File: config.mk
export PLATFORM = sky130hd
export DESIGN_NAME = ntt_perm_tag_gen
export DESIGN_NICKNAME = d
export VERILOG_FILES = /design/src/rtl/ntt_perm_tag_gen.sv
export SDC_FILE = /design/constraint.sdc
export NUM_CORES = 1
export LEC_CHECK = 0
export BUFFER_PORTS_ARGS = -buffer_cell sky130_fd_sc_hd__buf_4
export CORE_MARGIN = 5
export CORE_UTILIZATION = 33
export DETAILED_ROUTE_END_ITERATION = 6
export HOLD_SLACK_MARGIN = 0.15
export SKIP_LAST_GASP = 1
export SLEW_MARGIN = 40
export SYNTH_ARGS = -nofsm -noshare
export SYNTH_HDL_FRONTEND = slang
export SYNTH_SLANG_ARGS = --single-unit
File: constraint.sdc
create_clock -name clk -period 9.3 [get_ports clk]
set_input_delay 0 -clock clk [delete_from_list [all_inputs] [get_ports clk]]
set_output_delay 0 -clock clk [all_outputs]
set_load 0.03 [all_outputs]
File: src/rtl/ntt_perm_tag_gen.sv
// Destination-tag generator for the NTT lane permutation network: walks stages x groups.
// Optional duplicate/out-of-range tag checker built when PERM_TAG_CHECK_EN is defined.

module ntt_perm_tag_lane #(
    parameter int LOGL = 2,
    parameter int SELW = 2,
    parameter int RW   = 1,
    parameter int LANE = 0
) (
    input  logic [RW-1:0]   i_rot,
    input  logic [LOGL-1:0] i_grp,
    output logic [SELW-1:0] o_tag
);
    localparam logic [LOGL-1:0] IDX = LOGL'(LANE);

    logic [2*LOGL-1:0] w_dbl;
    logic [LOGL-1:0]   w_sum;
    logic              w_unused;

    // Upper half of the doubled index after the shift is the LOGL-bit rotate-left.
    assign w_dbl    = {IDX, IDX} << i_rot;
    assign w_sum    = w_dbl[2*LOGL-1:LOGL] + i_grp;
    assign o_tag    = SELW'(w_sum);
    assign w_unused = ^w_dbl[LOGL-1:0];
endmodule

module ntt_perm_tag_gen #(
    parameter int N      = 8,
    parameter int SELW   = 3,
    parameter int LOGPTS = 8,
    parameter int NSTAGE = LOGPTS,
    parameter int ADDRW  = LOGPTS - $clog2(N)
) (
    input  logic                  clk,
    input  logic                  rst_n,
    input  logic                  start,
    input  logic                  abort,
    input  logic                  out_ready,
    output logic                  out_valid,
    output logic [N*SELW-1:0]     dest_bus,
    output logic [ADDRW-1:0]      rd_addr,
    output logic [((NSTAGE>1)?$clog2(NSTAGE):1)-1:0] stage_idx,
    output logic                  busy,
    output logic                  done,
    output logic                  perm_err
);
    localparam int LOGL = $clog2(N);
    localparam int SW   = (NSTAGE > 1) ? $clog2(NSTAGE) : 1;
    localparam int RW   = (LOGL > 1) ? $clog2(LOGL) : 1;

    typedef enum logic [1:0] {S_IDLE, S_RUN, S_DONE} state_t;

    state_t                     r_state, w_state_nxt;
    logic [ADDRW-1:0]           r_grp, w_grp_nxt;
    logic [SW-1:0]              r_stg, w_stg_nxt;
    logic [N-1:0][SELW-1:0]     r_dest, w_dest_nxt;
    logic                       w_load, w_fire, w_last_grp, w_last_stg;
    logic [RW-1:0]              w_rot;

    assign w_fire     = (r_state == S_RUN) && out_ready;
    assign w_last_grp = &r_grp;
    assign w_last_stg = (r_stg == SW'(NSTAGE - 1));

    always_ff @(posedge clk or negedge rst_n) begin
        if (!rst_n) r_state <= S_IDLE;
        else        r_state <= w_state_nxt;
    end

    // Abort outranks start and fire; start is only honoured from IDLE.
    always_comb begin
        w_state_nxt = r_state;
        w_grp_nxt   = r_grp;
        w_stg_nxt   = r_stg;
        w_load      = 1'b0;
        if (abort) begin
            w_state_nxt = S_IDLE;
            w_grp_nxt   = '0;
            w_stg_nxt   = '0;
        end else begin
            case (r_state)
                S_IDLE: if (start) begin
                    w_state_nxt = S_RUN;
                    w_grp_nxt   = '0;
                    w_stg_nxt   = '0;
                    w_load      = 1'b1;
                end
                S_RUN: if (w_fire) begin
                    if (w_last_grp) begin
                        w_grp_nxt = '0;
                        if (w_last_stg) begin
                            w_stg_nxt   = '0;
                            w_state_nxt = S_DONE;
                        end else begin
                            w_stg_nxt = r_stg + 1'b1;
                            w_load    = 1'b1;
                        end
                    end else begin
                        w_grp_nxt = r_grp + 1'b1;
                        w_load    = 1'b1;
                    end
                end
                S_DONE:  w_state_nxt = S_IDLE;
                default: w_state_nxt = S_IDLE;
            endcase
        end
    end

    assign w_rot = RW'(w_stg_nxt % LOGL);

    for (genvar gi = 0; gi < N; gi++) begin : g_lane
        ntt_perm_tag_lane #(.LOGL(LOGL), .SELW(SELW), .RW(RW), .LANE(gi)) u_lane (
            .i_rot (w_rot),
            .i_grp (LOGL'(w_grp_nxt)),
            .o_tag (w_dest_nxt[gi])
        );
    end

    // Tags are only reloaded alongside a new valid vector, so they hold through stalls and idle.
    always_ff @(posedge clk or negedge rst_n) begin
        if (!rst_n) begin
            r_grp  <= '0;
            r_stg  <= '0;
            r_dest <= '0;
        end else begin
            r_grp <= w_grp_nxt;
            r_stg <= w_stg_nxt;
            if (w_load) r_dest <= w_dest_nxt;
        end
    end

    assign out_valid = (r_state == S_RUN);
    assign busy      = (r_state == S_RUN);
    assign done      = (r_state == S_DONE);
    assign dest_bus  = r_dest;
    assign rd_addr   = r_grp;
    assign stage_idx = r_stg;

`ifdef PERM_TAG_CHECK_EN
    logic w_bad, r_err;

    always_comb begin
        w_bad = 1'b0;
        for (int i = 0; i < N; i++) begin
            if (int'(r_dest[i]) >= N) w_bad = 1'b1;
            for (int j = i + 1; j < N; j++)
                if (r_dest[i] == r_dest[j]) w_bad = 1'b1;
        end
    end

    // Sticky until reset; start/abort deliberately leave it alone.
    always_ff @(posedge clk or negedge rst_n) begin
        if (!rst_n) r_err <= 1'b0;
        else        r_err <= r_err | (out_valid & w_bad);
    end

    assign perm_err = r_err;
`else
    assign perm_err = 1'b0;
`endif
endmodule
==> impl_metrics.toml, run 1 <==
[cts]
cts_buffers = 5
htreeDepth = 2
postCtsSetupBuffers = 0
cts_tree = "yes"
clkTransAtPathRegs_ns = 0.07
cts_buffer_depth = 2
clock_latency_ns = 0.29
clock_sinks = 34
cts-root-buf = "clkbuf_8"

[final_layout]
drive_gt1_frac = 0.230
fin_nets = 284
diodes = 0
fill_cells = 573
area_growth_pct = 24.6

[global_route]
use_met3 = 0.0350
grt_pass1_wl_um = 7710
use_met2 = 0.194
antenna_found_initial = 0
grt-ovfl-total = 0
grt_pass1_vias = 1621
grt.total_usage = 0.127
busiest_layer = "met2"
use_met1 = 0.174
grt_start_max_net_pins = 35

[hold_path]
min_path_type = "input port to asynchronous set/reset pin"

[timing]
period_minus_slack_ns = 4.30
setup_viol = 0
setup_ws_ns = 5.00
finalClockSkew_ns = 0.0110
hold_violations = 0
worst_slew_pin_slew_ns = 0.725
tns_ns = 0
finalCritPeriodShare = 0.462
final-max-slew-violation-count = 0
clock.fmax_mhz = 233
relSlewSlack = 0.515
rsz0062_at_grt = "false"

[drt]
routed_wl_um = 4470
vias = 1587
firstDrtPassIters = 4
ant_nets = 0
drt-initial-drc-count = 62
drc = 0
post_drt_wl_per_cell_um = 13.5
via_per_inst = 4.78

[synth]
ys_seq_area_frac = 0.414
avgSynthCellArea_sq_um = 9.75
syn_nets = 238
mappedNetlistArea_sq_um = 2060
syn_inst = 211
ys_types = 43
ys_ff_latch = 34
yosysWarnings = 0

[floorplanning]
die_h_um = 89.0
row_count = 28
top_level_ports = 41
core-area_sq_um = 5990
die_x_um = 89.0
dieArea_sq_um = 7910
start_util = 0.343

[setup_path]
slowest_stage = "dfrtp_1"
crit_top_cell = "ha_1"
worstSetupEndpointType = "flip-flop"
cp.arrival_ns = 4.48
cp_cell_sequence = "ha_1 > and3_1 > ha_1 > nand4b_1 > nor3b_1 > o21a_1 > nand2_1 > inv_1 > ha_1 > nor2_1 > mux2i_1 > o21a_1 > ha_1 > inv_1 > ha_1 > inv_1 > ha_1 > a31oi_1 > xnor3_1 > mux2_4"
cp.required_ns = 9.48
worstPathMaxFanout = 6
startpoint_type = "flip-flop"
max_stage_delay_ns = 0.41
criticalPathCategory = "flip-flop to flip-flop"

[place]
portBuffers = 39
hpwl_um = 3330
gp_congestion = 0.812
pre_cts_ws_ns = 5.04

[power_and_ir_drop]
ir_worst_vdd_mv = 0.0736
total_leakage_power_nw = 1.31
power_density_nw_per_um2 = 135

[run]
drv_cap = 0

[status]
status = "completed"
-- what timing repair did --
| item | 4_1_cts | 5_1_grt |
|---|---|---|
| hold endpoints to repair | 39 | 0 |
| resized for setup | 0 | 0 |
| hold buffers | 7 | 0 |
-- state kept, by name (all words and copies together), names as in the netlist --
signal / count
stage_idx: 3
r_state: 2
rd_addr: 5
dest_bus: 24
-- Yosys cell counts --
master | count | area share
nand2_1 | 49 | 0.089
dfrtp_1 | 34 | 0.41
ha_1 | 18 | 0.11
o21ai_0 | 14 | 0.034
nor2_1 | 12 | 0.022
inv_1 | 11 | 0.020
a21oi_1 | 6 | 0.015
or2_2 | 5 | 0.015
clkbuf_1 | 4 | 0.0073
fa_1 | 4 | 0.039
a31oi_1 | 3 | 0.0091
and2_1 | 3 | 0.0091
buf_4 | 3 | 0.011
mux2_2 | 3 | 0.016
mux2i_1 | 3 | 0.015
o21a_1 | 3 | 0.011
xnor2_1 | 3 | 0.013
nor2b_1 | 2 | 0.0061
nor3_1 | 2 | 0.0049
nor3b_1 | 2 | 0.0073
o211ai_1 | 2 | 0.0073
o22ai_1 | 2 | 0.0061
or3_1 | 2 | 0.0061
xnor3_1 | 2 | 0.022
a211o_1 | 1 | 0.0043
a211oi_1 | 1 | 0.0037
a21oi_4 | 1 | 0.0079
and3_1 | 1 | 0.0030
buf_2 | 1 | 0.0024
conb_1 | 1 | 0.0018
mux2_4 | 1 | 0.0073
nand3_1 | 1 | 0.0024
nand3b_1 | 1 | 0.0037
nand4b_1 | 1 | 0.0043
nor4_1 | 1 | 0.0030
o211a_1 | 1 | 0.0049
o22a_1 | 1 | 0.0043
o2bb2a_4 | 1 | 0.0097
o2bb2ai_1 | 1 | 0.0043
o31ai_1 | 1 | 0.0037
or3b_1 | 1 | 0.0043
or4bb_1 | 1 | 0.0055
xnor3_2 | 1 | 0.012
-- area by class of cell --
| class | instances | area [sq um] | share of cell area |
|---|---|---|---|
| repair buffers | 47 | 370 | 0.145 |
| multi-input cells | 158 | 1120 | 0.438 |
| flip-flops and latches | 34 | 851 | 0.332 |
| well taps | 75 | 93.8 | 0.0366 |
| clock inverters | 2 | 15.0 | 0.00586 |
| clock buffers | 5 | 68.8 | 0.0269 |
| inverters | 11 | 41.3 | 0.0161 |
-- kinds of logic after synthesis --
family                   after synthesis  share of synthesized area
multiplexers                           7                     0.0383
buffers and inverters                 19                     0.0407
other                                  1                    0.00182
adder cells (fa/ha/maj)               22                      0.148
AND/OR/NAND/NOR                       84                      0.186
XOR/XNOR                               6                     0.0462
AO/OA/AOI/OAI                         38                      0.125
flip-flops                            34                      0.414
-- layer usage --
layer  vias up  wire (um)
li1        801          -
met1       747       2200
met2        33       1990
met3         6        216
met4         0         66
met5         -          0
-- cells in the final DEF, fill, tap and decap left out, types with 4 or more instances in the layout --
master / instances
fa_1: 4
buf_4: 40
ha_1: 18
nand2_1: 49
dfrtp_1: 34
dlygate4sd3_1: 7
or2_2: 5
o21ai_0: 14
a21oi_1: 6
clkbuf_8: 5
nor2_1: 12
inv_1: 11
-- final timing paths --
check	from	to	cells after the start	slack (ns)
worst max-delay path	rd_addr[0]	dest_bus[14]	20	5.00
worst min-delay path	rst_n	rd_addr[3]	2	0.20
worst max register to register	rd_addr[0]	dest_bus[14]	20	5.00
worst min register to register	dest_bus[3]	dest_bus[3]	2	0.47
max in group asynchronous	rst_n	dest_bus[7]	2	8.78
min in group clk	dest_bus[3]	dest_bus[3]	2	0.47
-- metrics by stage --
| stage | cells | hold slack, ns | utilization | instance area (sq um) | total power [mW] |
|---|---|---|---|---|---|
| 2_1_floorplan | 211 | -0.296 | - | 2060 | 0.212 |
| 3_3_place_gp | 318 | -0.0183 | 0.402 | 2410 | 0.240 |
| 3_5_place_dp | 318 | -0.0232 | 0.402 | 2410 | 0.240 |
| 4_1_cts | 332 | 0.219 | 0.428 | 2560 | 0.350 |
| 5_1_grt | 332 | 0.241 | 0.428 | 2560 | 0.366 |
| 6_report | 332 | 0.195 | 0.428 | 2560 | 0.345 |
-- critical path: cells and delay by family, from the launching register on --
kind	cells	cell delay [ns]
buffers and inverters	3	0.24
AO/OA/AOI/OAI	3	0.54
flip-flops	1	0.41
AND/OR/NAND/NOR	5	0.93
adder cells (fa/ha/maj)	6	1.32
XOR/XNOR	1	0.25
multiplexers	2	0.51
-- power by group --
group	internal [mW]	leakage (nW)	switching, mW
registers	0.159	0.436	0.00654
logic	0.0262	0.834	0.0470
clock network	0.0511	0.0362	0.0558
(Power assumes the default switching activity.)
==> run 2, diff against run 1 <==
--- a/config.mk
+++ b/config.mk
@@ -5,6 +5,7 @@
 export SDC_FILE = /design/constraint.sdc
 export NUM_CORES = 1
 export LEC_CHECK = 0
+export ABC_AREA = 1
 export BUFFER_PORTS_ARGS = -buffer_cell sky130_fd_sc_hd__buf_4
 export CORE_MARGIN = 5
 export CORE_UTILIZATION = 33
==> constraint.sdc (replaced) <==
create_clock -name clk -period 3.61 [get_ports clk]
set_input_delay 0 -clock clk [delete_from_list [all_inputs] [get_ports clk]]
set_output_delay 0 -clock clk [all_outputs]
set_load 0.03 [all_outputs]
==> impl_metrics.toml, run 2 <==
[floorplanning]
core-area_sq_um = 6240
top_level_ports = 41
dieArea_sq_um = 7990
die_h_um = 89.4
row_count = 29
start_util = 0.333
die_x_um = 89.4

[final_layout]
fill_cells = 642
largest_register_ffs = 24
diodes = 0
final_cell_mix = "87 x nand2_1, 46 x buf_4, 34 x inv_1, 34 x dfrtp_1, 22 x nand3_1"
final_util = 0.422
final_common_cell = "nand2_1"
drive_gt1_frac = 0.233
area_growth_pct = 26.7
stdcell_count = 390
fin_nets = 339

[timing]
finalCritPeriodShare = 0.940
finalClockSkew_ns = 0.00486
worst_slew_pin_slew_ns = 0.602
setup_viol = 0
period_minus_slack_ns = 3.39
relSlewSlack = 0.597
hold_violations = 0
final-max-slew-violation-count = 0
clock.fmax_mhz = 295

[synth]
syn_nets = 289
ys_async_sr_fraction = 1.00
synthAdderAreaFrac = 0.147
synth_compound_area_frac = 0.0759
ys_ff_latch = 34
ys_types = 29
mappedNetlistArea_sq_um = 2080
yosysMostFrequentCell = "nand2_1"
avgSynthCellArea_sq_um = 7.93
ys_seq_area_frac = 0.409
synth_top_family_by_area = "simple AND/OR/NAND/NOR gates"
muxShareOfSynthArea = 0
synthXorXnorAreaFrac = 0.0126
syn_inst = 262
synth_top_area_frac = 0.409
synth_edf_count = 0
synth_commonest_cells = "87 x nand2_1, 36 x inv_1, 34 x dfrtp_1"
synth-simple-area-share = 0.260
synth_area_leader_cell = "dfrtp_1"
yosys-top-cells-area = "dfrtp_1 41%, nand2_1 16%, ha_1 11%, inv_1 6.5%, nand3_1 5.3%"
yosysWarnings = 0
synth-main-ff-cell = "dfrtp_1"

[place]
portBuffers = 39
hpwl_um = 3570
gp_congestion = 0.866
place_inst = 374

[setup_path]
startpoint_type = "flip-flop"
worstSetupEndpointType = "flip-flop"
criticalPathCategory = "flip-flop to flip-flop"
cp.required_ns = 3.76
cp.arrival_ns = 3.55
r2r_cells = 21
worstPathMaxFanout = 5

[power_and_ir_drop]
pwr-share-clk = 0.215
seqPwrFrac = 0.378
total_leakage_power_nw = 1.40
power_density_nw_per_um2 = 514
switching_power_uw = 538
power.internal_uw = 814
p_sw_frac = 0.398
ir_worst_vdd_mv = 0.331
power_frac_comb = 0.407

[status]
status = "completed"

[hold_path]
holdPathStages = 4
min_path_type = "input port to flip-flop"

[drt]
post_drt_wl_per_cell_um = 12.2
ant_nets = 0
drc = 0
vias = 1756
drt-initial-drc-count = 79
firstDrtPassIters = 4
via_per_inst = 4.50
routed_wl_um = 4770

[cts]
clock_sinks = 34
cts_buffer_depth = 2
cts_tree = "yes"
clock_latency_ns = 0.29
cts-root-buf = "clkbuf_8"
clkTransAtPathRegs_ns = 0.07
htreeDepth = 2
cts_buffers = 5

[global_route]
grt_pass1_wl_um = 7870
grt_pass1_vias = 1747
grt.total_usage = 0.128
grt-ovfl-total = 0
antenna_found_initial = 0
grt_start_max_net_pins = 35

[run]
drv_cap = 0
## run 2: cells by family (layout without fill, tap and decap cells)
kind of cell,Yosys count,after routing
adders and majority gates,22,22
DFF,34,34
other,1,1
buffers and inverters,47,98
and+or+nand+nor,129,129
AOI/OAI and AO/OA,26,26
xor gates and xnor gates,3,3
## run 2: power groups by stage
stage          Clock [mW]  Sequential [mW]  Combinational (mW)
5_1_grt             0.317            0.522               0.602
3_5_place_dp            0            0.520               0.540
3_3_place_gp            0            0.518               0.539
4_1_cts             0.302            0.513               0.550
2_1_floorplan           0            0.677               0.183
6_report            0.290            0.511               0.551
## run 2: worst paths after layout
kind / from / end / slack [ns]
worst max register to register: rd_addr[0] / dest_bus[11] / 0.22
worst min-delay path: out_ready / dest_bus[1] / 0.17
worst min register to register: dest_bus[13] / dest_bus[13] / 0.47
worst max-delay path: rd_addr[0] / dest_bus[11] / 0.22
max in group asynchronous: rst_n / dest_bus[11] / 3.10
min in group asynchronous: rst_n / rd_addr[3] / 0.19
## run 2: worst max-delay path: stages (launching register included)
cell	delay [ns]
dfrtp_1	0.41
ha_1	0.23
inv_1	0.09
nor3_2	0.04
ha_2	0.19
nand2_1	0.13
o21ai_1	0.09
a21oi_2	0.19
nor2_2	0.06
ha_1	0.18
inv_1	0.08
nand2_1	0.08
nand2_1	0.06
nand2_1	0.08
inv_1	0.09
ha_2	0.22
inv_2	0.07
ha_1	0.19
fa_2	0.35
xnor2_2	0.15
xor2_1	0.18
o21ai_0	0.09
## run 2: per-stage QoR
step                      TNS, ns  area [sq um]  worst slack [ns]  hold WS [ns]  total power, mW
final                           0          2630             0.215         0.172             1.35
after global routing      -0.0331          2630           -0.0193         0.243             1.44
after CTS                       0          2580            0.0842         0.164             1.37
after detailed placement        0          2450             0.118       -0.0159             1.06
after global placement          0          2450             0.233       -0.0235             1.06
after floorplan                 0          2080             0.228        -0.296            0.860
## run 2: timing repair
action | in CTS | in global routing
hold buffers | 4 | 0
hold endpoints to repair | 40 | 0
buffers inserted | 0 | 4
endpoints found under the setup margin | 0 | 10
gates resized for setup | 0 | 10
## run 2: layout make-up
| class | instances | area (sq um) | area share |
|---|---|---|---|
| clock buffers | 7 | 86.3 | 0.0328 |
| well taps | 77 | 96.3 | 0.0366 |
| inverters | 40 | 150 | 0.0570 |
| repair buffers | 50 | 385 | 0.146 |
| clock inverters | 1 | 5.00 | 0.00190 |
| multi-input cells | 181 | 1060 | 0.402 |
| flip-flops and latches | 34 | 851 | 0.323 |
## run 2: routing by layer
| layer | share of wire | track usage | routed length (um) |
|---|---|---|---|
| met3 | 0.051 | 0.0332 | 242 |
| met1 | 0.50 | 0.171 | 2360 |
| met2 | 0.44 | 0.200 | 2090 |
| met5 | 0 | 0 | 0 |
| met4 | 0.016 | 0.0447 | 76 |
